==> src/rtl/core_pkg.sv <==
// Shared fetch-path types and constants for the RV32I core front end.
package core_pkg;
  localparam logic [31:0] RESET_PC_DEFAULT = 32'h0000_0000;
  localparam logic [31:0] NOP_INSN         = 32'h0000_0013;

  typedef struct packed {
    logic [31:0] pc;
    logic [31:0] insn;
  } fetch_entry_t;

  function automatic logic [31:0] pc_plus4(input logic [31:0] pc);
    return pc + 32'd4;
  endfunction
endpackage

==> src/rtl/fetch_fifo.sv <==
// DEPTH-entry prefetch queue of {pc, insn}; flush empties it in one cycle.
module fetch_fifo
  import core_pkg::*;
#(
  parameter int DEPTH = 4,
  localparam int CW = $clog2(DEPTH + 1)
) (
  input  logic          i_clk,
  input  logic          i_rst_n,
  input  logic          i_flush,
  input  logic          i_push,
  input  fetch_entry_t  i_push_data,
  input  logic          i_pop,
  output fetch_entry_t  o_head,
  output logic [CW-1:0] o_count
);
  localparam int AW = $clog2(DEPTH);

  fetch_entry_t  r_mem [DEPTH];
  logic [AW-1:0] r_wr_ptr;
  logic [AW-1:0] r_rd_ptr;
  logic [CW-1:0] r_count;
  logic          w_push_ok;
  logic          w_pop_ok;

  assign w_push_ok = i_push && !i_flush && (int'(r_count) < DEPTH);
  assign w_pop_ok  = i_pop && !i_flush && (r_count != '0);

  // Payload storage carries no reset; the head is masked while empty instead.
  always_ff @(posedge i_clk) begin
    if (w_push_ok) r_mem[r_wr_ptr] <= i_push_data;
  end

  always_ff @(posedge i_clk or negedge i_rst_n) begin
    if (!i_rst_n) begin
      r_wr_ptr <= '0;
      r_rd_ptr <= '0;
      r_count  <= '0;
    end else if (i_flush) begin
      r_wr_ptr <= '0;
      r_rd_ptr <= '0;
      r_count  <= '0;
    end else begin
      if (w_push_ok) r_wr_ptr <= r_wr_ptr + AW'(1);
      if (w_pop_ok)  r_rd_ptr <= r_rd_ptr + AW'(1);
      r_count <= r_count + CW'(w_push_ok) - CW'(w_pop_ok);
    end
  end

  assign o_head  = (r_count != '0) ? r_mem[r_rd_ptr] : '0;
  assign o_count = r_count;
endmodule

==> src/rtl/fetch_unit.sv <==
// Instruction fetch front end: credit-limited IMEM requests, prefetch queue,
// redirect flush with discard of in-flight responses.
module fetch_unit
  import core_pkg::*;
#(
  parameter int          DEPTH    = 4,
  parameter logic [31:0] RESET_PC = RESET_PC_DEFAULT
) (
  input  logic        i_clk,
  input  logic        i_reset,
  output logic        o_imem_req_vld,
  input  logic        i_imem_req_rdy,
  output logic [31:0] o_imem_addr,
  input  logic        i_imem_rsp_vld,
  input  logic [31:0] i_imem_rsp_data,
  output logic        o_insn_vld,
  input  logic        i_insn_rdy,
  output logic [31:0] o_insn,
  output logic [31:0] o_insn_pc,
  input  logic        i_redirect,
  input  logic [31:0] i_redirect_pc,
  output logic        o_misalign,
  output logic [31:0] o_pc_debug
);
  localparam int CW = $clog2(DEPTH + 1);

  logic [31:0]   r_fetch_pc;
  logic [31:0]   r_rsp_pc;
  logic [CW-1:0] r_outstanding;
  logic [CW-1:0] r_discard;
  logic [CW-1:0] w_count;
  logic [CW:0]   w_inflight;
  logic [CW-1:0] w_outst_dec;
  logic [31:0]   w_redirect_pc;
  logic          w_req_fire;
  logic          w_drop;
  logic          w_push;
  logic          w_pop;
  fetch_entry_t  w_head;
  fetch_entry_t  w_push_entry;

  // Queued plus in-flight words never exceed DEPTH, so every response has a slot.
  assign w_inflight     = {1'b0, w_count} + {1'b0, r_outstanding};
  assign o_imem_req_vld = i_reset && !i_redirect && (int'(w_inflight) < DEPTH);
  assign o_imem_addr    = r_fetch_pc;

  assign w_req_fire    = o_imem_req_vld && i_imem_req_rdy;
  assign w_drop        = i_imem_rsp_vld && (i_redirect || (r_discard != '0));
  assign w_push        = i_imem_rsp_vld && !w_drop;
  assign w_pop         = o_insn_vld && i_insn_rdy;
  assign w_outst_dec   = r_outstanding - CW'(i_imem_rsp_vld);
  assign w_redirect_pc = {i_redirect_pc[31:2], 2'b00};
  assign w_push_entry  = '{pc: r_rsp_pc, insn: i_imem_rsp_data};

  fetch_fifo #(.DEPTH(DEPTH)) u_fifo (
    .i_clk       (i_clk),
    .i_rst_n     (i_reset),
    .i_flush     (i_redirect),
    .i_push      (w_push),
    .i_push_data (w_push_entry),
    .i_pop       (w_pop),
    .o_head      (w_head),
    .o_count     (w_count)
  );

  assign o_insn_vld = (w_count != '0) && !i_redirect;
  assign o_insn     = w_head.insn;
  assign o_insn_pc  = w_head.pc;

  always_ff @(posedge i_clk or negedge i_reset) begin
    if (!i_reset) begin
      r_fetch_pc    <= RESET_PC;
      r_rsp_pc      <= RESET_PC;
      r_outstanding <= '0;
      r_discard     <= '0;
      o_misalign    <= 1'b0;
      o_pc_debug    <= '0;
    end else begin
      r_outstanding <= w_outst_dec + CW'(w_req_fire);
      o_misalign    <= i_redirect && (i_redirect_pc[1:0] != 2'b00);
      if (w_pop) o_pc_debug <= o_insn_pc;
      if (i_redirect) begin
        // Everything still in flight after this cycle belongs to the wrong path.
        r_fetch_pc <= w_redirect_pc;
        r_rsp_pc   <= w_redirect_pc;
        r_discard  <= w_outst_dec;
      end else begin
        if (w_req_fire) r_fetch_pc <= pc_plus4(r_fetch_pc);
        if (w_push)     r_rsp_pc   <= pc_plus4(r_rsp_pc);
        if (w_drop)     r_discard  <= r_discard - CW'(1);
      end
    end
  end
endmodule

==> config.mk <==
export PLATFORM = sky130hd
export DESIGN_NAME = fetch_unit
export DESIGN_NICKNAME = d
export VERILOG_FILES = /design/src/rtl/core_pkg.sv /design/src/rtl/fetch_fifo.sv /design/src/rtl/fetch_unit.sv
export SDC_FILE = /design/constraint.sdc
export NUM_CORES = 1
export LEC_CHECK = 0
export ABC_CLOCK_PERIOD_IN_PS = 3100
export BUFFER_PORTS_ARGS = -buffer_cell sky130_fd_sc_hd__buf_2
export CAP_MARGIN = 20
export CORE_AREA = 10 10 167 200
export DETAILED_ROUTE_END_ITERATION = 16
export DIE_AREA = 0 0 177 210
export GPL_ROUTABILITY_DRIVEN = 0
export PLACE_DENSITY = 0.71
export SLEW_MARGIN = 40
export SYNTH_ARGS = -nofsm -noshare
export SYNTH_HDL_FRONTEND = slang
export SYNTH_HIERARCHICAL = 1
export SYNTH_SLANG_ARGS = --single-unit
==> constraint.sdc <==
create_clock -name i_clk -period 3.1 [get_ports i_clk]
set_input_delay 0.155 -clock i_clk [delete_from_list [all_inputs] [get_ports i_clk]]
set_output_delay 0.155 -clock i_clk [all_outputs]
set_load 0.1 [all_outputs]
==> results.md, run 1 <==
GRT:
- The global-route met1 utilization is 0.2308.
- In the global route stage, overall resource usage came out at 0.1782.
- For met2 alone, demand over resource in global routing was 0.2999.
- For met3 alone, demand over resource in global routing was 0.03362.
- The initial antenna violation count is 1.
- Entering global routing, the biggest net connects 107 pins.
- The number of global-route vias before repair came to 9513.
- After global routing the overflow that remains totals 0.
- The first global-routing pass estimated 52.67 mm of wire.
- The global-route layer with the greatest usage is met2.

Clock tree:
- TritonCTS built the clock tree.
- The number of gates resized after CTS is 0.
- Clock tree synthesis selected as its root buffer the cell clkbuf_16.
- No sink is reached through more buffers than the 3 on the longest clock path.
- TritonCTS created 36 clock buffers.
- Clock latency on the worst-skew pair, taken at its later pin, is 0.52 ns.
- The number of sinks handled by clock tree synthesis is 362.
- The clock tree synthesis step divided the H-tree into 2 levels.
- The clock input transition at the sequential cells of the worst setup and hold paths is 0.06 ns.

Floorplan:
- The standard cell core area is 29440 sq um.
- The area enclosed by the die boundary is 37170 sq um.
- The I/O pin total is 201.
- The floorplan step set the die width to 177 microns.
- The starting utilization of the core area is 0.5121.
- The height of the die is 210 microns.
- The number of cell rows is 69.

Layout:
- The number of cells in the finished layout apart from fillers is 1630.
- At the end of the flow the core is filled with cells to 0.6267.
- The net count of the finished layout is 1299.
- The layout overhead on the synthesized area is 22.37%.
- Fill cells in the final layout number 2161.
- The final instance area is 18450 sq um.
- The top cell types in the final layout, fill and taps aside, are edfxtp_1, buf_2, dfrtp_1.
- The share of cells above drive strength 1 is 0.3153.
- Leaving out fill and tap cells, the most frequent cell in the layout is edfxtp_1.
- The number of antenna diodes in the final layout is 0.

Routing:
- The detailed router placed 8969 vias in this run.
- The number of DRC violations after detailed-routing iteration 0 is 583.
- After detailed routing, the average wire length per cell comes to 20.53 microns.
- The wire length after detailed routing is 33.46 mm.
- The count of nets left with antenna violations once routing finished came out at 0.
- Using the TritonRoute via totals, the vias-per-cell ratio works out to 5.502.
- The pre-antenna-repair detailed-routing pass consisted of 5 iterations.
- For this run, design rule violations remaining after detail routing come to 0.

Worst setup path:
- In this run the critical register-to-register path is launched from r_discard[0].
- Along the worst path, the maximum fanout reaches 5.
- The arrival time at the worst endpoint is 3.16 ns.
- The critical path in this run is classified as reg2reg.
- The worst setup path startpoint is r_discard[0].
- The type of origin of the critical path is a register.
- STA puts the critical path data required time at 3.48 ns.
- STA classifies the critical path endpoint as a register.

Power and ir drop:
- The internal power summed over all cells is 8.187 mW.
- Overall power consumption after layout is estimated at 11.11 mW.
- The relative contribution of the clock network to total power is 0.376.
- The net switching power is 2.921 mW.
- The share of total power in combinational logic is 0.122.
- In this run the static leakage power is 7.001 nW.
- The share of total power dissipated in sequential elements is 0.502.
- Dividing total power by cell area gives a power density of 602.1 nW/um^2.
- VDD sags by at most 365.4 uV.
- The share of total power consumed by net switching is 0.2630.

Yosys:
- The number of warning messages in the yosys log is 6.
- The sequential area share after synthesis is 0.6858.
- The number of flops mapped to enable cells by yosys is 256.
- The count of distinct cell types in the synthesized netlist is 54.
- In the synthesized netlist, the number of instances is 924.
- The area of the mapped netlist is 15080 sq um.
- The primary flip-flop cell chosen by synthesis mapping is edfxtp_1.
- Counting flops and latches in the post-synthesis netlist gives 362.
- The share of async-settable or async-resettable flops after synthesis is 0.2928.
- The average size of a mapped cell is 16.32 sq um.

Flow run:
- The tool flagged a number of max-cap violations equal to 0.

Timing:
- Setup repair after global routing left no endpoint under its margin.
- The hold violation total from the final report was 0.
- The count of final max-slew check failures came to 0.
- The setup violation total in the final timing report is 0.
- The worst slew margin relative to its limit is 0.5539.
- Of the available clock period, the critical path in the final layout requires 0.8948.
- The transition time of the tightest slew-check pin is 0.6667 ns.
- The final critical-path required period is 2.774 ns.
- Between clock sinks in the finished design, the worst skew comes to 0.01524 ns.
- The final-layout setup total negative slack is 0 ns.
- The highest clock rate is 360.5 MHz.

Run status:
- The flow ran to the end, and the final reports show no timing, DRC or antenna violations.

Place:
- After legalization and detailed placement, the total HPWL measured 21.78 mm.
- Once placement finished, the instance area stood at 16690 sq um.
- Port buffering added 198 buffers.
- The total placed cells including tap cells is 1502.

Min path:
- In this run the most critical hold path is launched from i_redirect.
- The min-delay analysis places its worst path in the category in2reg.
==> final cells by class <==
type / count / area [sq um] / area share
sequential: 362 / 10350 / 0.5608
inverter: 21 / 78.83 / 0.004272
timing repair buffer: 283 / 1922 / 0.1042
clock buffer: 52 / 1006 / 0.05452
tap: 390 / 488.0 / 0.02645
clock inverter: 14 / 123.9 / 0.006714
multi-input combinational: 508 / 4484 / 0.2430
==> worst max-delay path, stage by stage (launching register included) <==
cell and delay (ns):
dfrtp_1 0.39, inv_1 0.09, ha_1 0.19, nand3b_1 0.20, nor2_1 0.14, nand2b_1 0.12
nor2_1 0.30, inv_1 0.08, ha_1 0.27, inv_1 0.06, ha_1 0.13, inv_1 0.05
fa_1 0.38, xnor2_1 0.19, nor2_1 0.05
==> state kept, by name (all words and copies together), names as in the netlist <==
register	cells
o_misalign	1
u_fifo/r_mem	256
u_fifo/o_count	3
o_imem_addr	30
r_discard	3
r_outstanding	3
u_fifo/r_wr_ptr	2
u_fifo/r_rd_ptr	2
r_rsp_pc	30
o_pc_debug	32
==> cells by family (layout without fill, tap and decap cells) <==
group	after synthesis	in the layout	share of synthesized area
AO/OA/AOI/OAI	84	84	0.03693
XOR/XNOR	43	43	0.02498
adder cells (fa/ha/maj)	17	17	0.01461
buffers and inverters	63	370	0.02058
flip-flops	362	362	0.6858
multiplexers	104	104	0.1254
other	1	10	0.0002487
AND/OR/NAND/NOR	250	250	0.09145
==> power groups by stage <==
stage               sequential [mW]  combinational (mW)  clock, mW
finish                         5.58                1.36       4.17
global placement               5.66                1.28          0
floorplan                      5.96               0.640          0
global route                   5.60                1.46       4.45
CTS                            5.57                1.37       4.27
detailed placement             5.67                1.30          0
==> cells in the mapped netlist (2+ instances only) <==
library cell | count | share of area
nor3_1 | 9 | 0.0030
nor4_2 | 2 | 0.0017
o21ai_0 | 27 | 0.0090
o211ai_1 | 15 | 0.0075
nor4_1 | 4 | 0.0017
buf_2 | 11 | 0.0037
o22ai_1 | 2 | 0.00083
ha_1 | 16 | 0.013
clkbuf_1 | 18 | 0.0045
buf_6 | 5 | 0.0037
o31ai_1 | 2 | 0.0010
a21oi_1 | 7 | 0.0023
edfxtp_1 | 256 | 0.51
nand2_1 | 50 | 0.012
a211oi_1 | 2 | 0.0010
and2_1 | 6 | 0.0025
buf_1 | 2 | 0.00050
nand3_1 | 30 | 0.010
o311a_1 | 2 | 0.0013
a31oi_1 | 5 | 0.0021
inv_1 | 20 | 0.0050
nor2_1 | 31 | 0.0077
o311ai_0 | 8 | 0.0046
xor2_1 | 26 | 0.015
o21bai_1 | 2 | 0.0010
mux2_2 | 39 | 0.029
nor2b_1 | 65 | 0.027
mux4_2 | 64 | 0.096
a21boi_0 | 6 | 0.0030
buf_4 | 6 | 0.0030
nand4_1 | 24 | 0.010
nand2b_1 | 8 | 0.0033
xnor2_1 | 17 | 0.0099
and3_1 | 12 | 0.0050
dfrtp_1 | 106 | 0.18
==> repair_timing <==
item | CTS | global route
endpoints found under the setup margin | 0 | 0
endpoints found under the hold margin | 285 | 0
hold buffers | 61 | 0
setup buffers | 0 | 0
==> per-stage QoR <==
step                setup slack [ns]  hold slack [ns]
finish                        0.3261          0.02811
global route                 0.04365          0.03302
global placement              0.4763           0.3543
floorplan                    0.08834          -0.1406
detailed placement            0.3619           0.3467
CTS                           0.1930         0.005641
==> per-layer routing <==
metal / vias up / routed length, microns
li1: 4116 / -
met1: 4535 / 14250
met2: 265 / 16690
met3: 51 / 1749
met4: 2 / 762
met5: - / 12
==> final timing paths <==
check	cells after the start	slack, ns	endpoint
max	14	0.33	u_fifo/o_count[2]
min	2	0.03	u_fifo/r_wr_ptr[1]
max reg2reg	14	0.33	u_fifo/o_count[2]
min reg2reg	1	0.50	o_pc_debug[16]
max in group asynchronous	3	2.20	u_fifo/r_rd_ptr[1]
min in group asynchronous	3	0.32	o_pc_debug[2]
Power figures use the tool's default switching activity.
==> run 2: changes to the inputs <==
--- a/config.mk
+++ b/config.mk
@@ -8,3 +8,3 @@
 export ABC_CLOCK_PERIOD_IN_PS = 3100
-export BUFFER_PORTS_ARGS = -buffer_cell sky130_fd_sc_hd__buf_2
+export BUFFER_PORTS_ARGS = -buffer_cell sky130_fd_sc_hd__buf_4
 export CAP_MARGIN = 20
--- a/constraint.sdc
+++ b/constraint.sdc
@@ -3,2 +3,2 @@
 set_output_delay 0.155 -clock i_clk [all_outputs]
-set_load 0.1 [all_outputs]
+set_load 0.005 [all_outputs]
==> run 2 against run 1 <==
  * Via count increased by 0.90%
  * Hold slack gained 0.00059 ns
  * Total power down 5.1%
  * Global-route usage grew 0.37 points
  * Core utilization is 1.5 points higher
  * Die area did not move
  * Sequential cell count stayed put
  * Count of clock-buffer cells in the layout decreased by 9
  * Critical path depth unchanged
  * Setup slack got worse by 0.031 ns
  * Routed wire length is 1.6% higher
  * First-iteration DRC count down 8.4%
  * Highest routed layer is now met4
==> results.md, run 2 (synthesis gave the netlist of run 1 again) <==
Run status:
- The run finished with clean final reports.

GRT:
- Entering global routing, the biggest net connects 67 pins.
- The first-pass GRT wire length is 53.73 mm.
- The total overflow left after global routing is 0.
- The initial antenna violation count is 0.
- The number of global-route vias before repair is 9509.
- The total routing resource utilization after global routing is 0.1819.

Worst setup path:
- Traced cell by cell, the critical path runs through inv_1 > ha_1 > nand3b_1 > nor2_1 > nand2b_1 > nor2_1 > inv_1 > ha_1 > inv_1 > ha_1 > inv_1 > fa_1 > xnor2_1 > nor2_1.
- The reg-to-reg setup timing slack is 0.29 ns.
- The reg-to-reg critical path startpoint is r_discard[0].
- The buffers plus inverters on the worst setup path is 4.
- The kind of critical path is reg2reg.
- STA classifies the critical path startpoint as a register.
- The cell family with the largest share of critical-path delay is adder cells.
- The worst path required time is 3.48 ns.
- The number of cells on the worst reg-to-reg path is 14.
- For this run, the slowest stage of the critical path takes 0.39 ns.
- The arrival time at the worst endpoint is 3.19 ns.
- The endpoint identified for the worst register-to-register timing path is u_fifo/o_count[2].
- The slowest stage of the critical path belongs to the cell dfrtp_1.
- The element type at the critical path end is a register.
- In this design, the critical path's most frequently occurring cell is inv_1.
- Of all nets on the critical path, the largest fanout is 5.

Layout:
- The most common cell after layout, fill and taps aside is edfxtp_1.
- The final antenna diode count is 0.
- For this run, the post-layout net count is 1297.
- The library cells used most frequently in the layout, excluding fill and tap cells, are edfxtp_1, buf_4, dfrtp_1.
- Measured on the finished design, the core utilization comes to 0.6418.
- Of the cells placed in the final design, the portion with a size suffix greater than 1 is 0.3150.
- The number of fill cells is 2088.
- The largest registers in the layout are u_fifo/r_mem (256), o_pc_debug (32).
- The footprint of the multi-input gates is 4477 sq um.
- The top register by number of flip-flops is u_fifo/r_mem.
- The combined flip-flop and latch cell area is 10350 sq um.
- The register with the most flip-flops in the layout has 256 of them.
- The number of cells in the finished layout apart from fillers is 1625.
- The area growth from synthesis to layout is 25.31%.

Routing:
- The wire length after detailed routing is 33.99 mm.
- The detailed-router iteration count before antenna repair is 5.
- The post-detailed-route count of antenna-violating nets is 0.
- For this run, design rule violations remaining after detail routing come to 0.
- The number of DRC violations after detailed-routing iteration 0 is 534.
- Across all layers, the routed design uses 9050 vias.
- The vias per cell is 5.569.
- The routed wirelength normalized by instance count is 20.92 microns.

Timing:
- The share of the clock period used by the worst path is 0.9048.
- Setup total negative slack on the finished layout was measured at 0 ns.
- The setup violation total in the final timing report is 0.
- The worst slew margin relative to its limit is 0.5367.
- Counting I/O delays and the setup requirement, the final critical path takes 2.805 ns.
- Setup repair after global routing left no endpoint under its margin.
- Derived from the worst setup path, the maximum achievable clock frequency is 356.5 MHz.
- The final worst hold slack is 0.02869 ns.
- For the pin with the worst max-slew slack, the measured transition is 0.6892 ns.
- The count of final max-slew check failures came to 0.
- The final clock skew is 0.01392 ns.
- The hold violation total from the final report is 0.

Floorplan:
- The floorplan step set the die height to 210 microns.
- 201 I/O pins were placed.
- The standard cell core area is 29440 sq um.
- The starting utilization of the core area is 0.5121.
- The width of the die is 177 microns.
- The area enclosed by the die boundary is 37170 sq um.
- After floorplanning, the core was divided into 69 placement rows.

Place:
- Summed over all nets, the half-perimeter wirelength after detailed placement is 22.66 mm.
- Buffers placed on the I/O ports in this run total 198.
- Counting tap cells, the placed design contains a total of 1501 instances.

Clock tree:
- The total number of H-tree levels is 2.
- The root buffer selected by CTS is clkbuf_16.
- The maximum buffer depth of the clock tree is 3.
- Once the clock tree was built, the resizer swapped 0 gates to a different size.
- The later-pin clock latency in the skew report is 0.51 ns.
- Buffers inserted during clock tree synthesis total 36.
- The TritonCTS clock tree is yes.
- The clock input transition at the sequential cells of the worst setup and hold paths is 0.06 ns.
- Post-CTS timing repair inserted 0 buffers for setup.
- For this design, the sink count on the clock tree is 362.

Power and ir drop:
- The largest voltage drop on the vdd net is 394.6 uV.
- Total power for the finished layout comes to 10.54 mW.
- Summed over all cells, the static leakage comes to 7.039 nW.
- For this design the ratio of total power to cell area is 558.1 nW/um^2.

Min path:
- The worst hold endpoint is r_discard[0].
- The tightest min-delay check is of the in2reg type.
- The startpoint of the most critical hold path is i_imem_rsp_vld.
- Along the worst hold path, the cell count comes to 3.

Flow run:
- The number of max-cap violations is 0.
==> run 2: changes by cell type in the layout (fill, tap and decap cells not counted) <==
cell	before	now
clkbuf_4	1	0
buf_2	197	0
buf_12	11	10
clkbuf_1	12	6
nor2_4	1	0
nor2_1	30	31
buf_6	0	1
buf_4	14	209
clkinvlp_4	1	4
clkbuf_8	2	0
clkinv_4	0	2
inv_6	2	1
clkinv_1	6	8
==> run 2: what timing repair did <==
| action | CTS | global route |
|---|---|---|
| hold buffers | 61 | 0 |
| setup endpoints to repair | 0 | 0 |
| hold endpoints to repair | 235 | 0 |
==> run 2: final cells by class <==
type,instances,area share
Clock buffer,43,0.05020
Clock inverter,20,0.008609
Inverter,21,0.004172
Multi-Input combinational cell,508,0.2370
Sequential cell,362,0.5477
Tap cell,390,0.02583
Timing Repair Buffer,281,0.1266
==> run 2: power breakdown <==
part,internal [mW],switching (mW)
sequential,5.38,0.204
combinational,0.433,0.422
clock,2.36,1.75
==> run 2: per-layer routing <==
| metal | vias to the layer above | share of wire | track usage |
|---|---|---|---|
| met3 | 47 | 0.065 | 0.03720 |
| met4 | 0 | 0.027 | 0.06067 |
| met1 | 4582 | 0.40 | 0.2314 |
| li1 | 4102 | - | - |
| met2 | 319 | 0.51 | 0.3054 |
| met5 | - | 0 | 0 |
==> run 2: metrics by stage <==
step	setup WS, ns	instance area, sq um
6_report	0.2950	18890
3_5_place_dp	0.2881	17170
2_1_floorplan	0.5540	15120
3_3_place_gp	0.4016	17130
5_1_grt	0.08216	18890
4_1_cts	0.2775	18890
==> run 2: worst max path at each step <==
stage | from | to | slack, ns | depth (start not counted)
2_1_floorplan | u_fifo/o_count[1] | u_fifo/o_count[2] | 0.55 | 14
3_3_place_gp | r_discard[0] | u_fifo/o_count[2] | 0.40 | 14
3_5_place_dp | r_discard[0] | u_fifo/o_count[2] | 0.29 | 14
4_1_cts | r_discard[0] | u_fifo/o_count[2] | 0.28 | 14
5_1_grt | r_discard[1] | u_fifo/o_count[2] | 0.08 | 14
6_report | r_discard[0] | u_fifo/o_count[2] | 0.29 | 14
==> run 2: worst min-delay path, delay by kind of cell <==
family          cells  cell delay [ns]
compound gates      1             0.07
fa+ha+maj           1             0.15
buf+inv             1             0.12
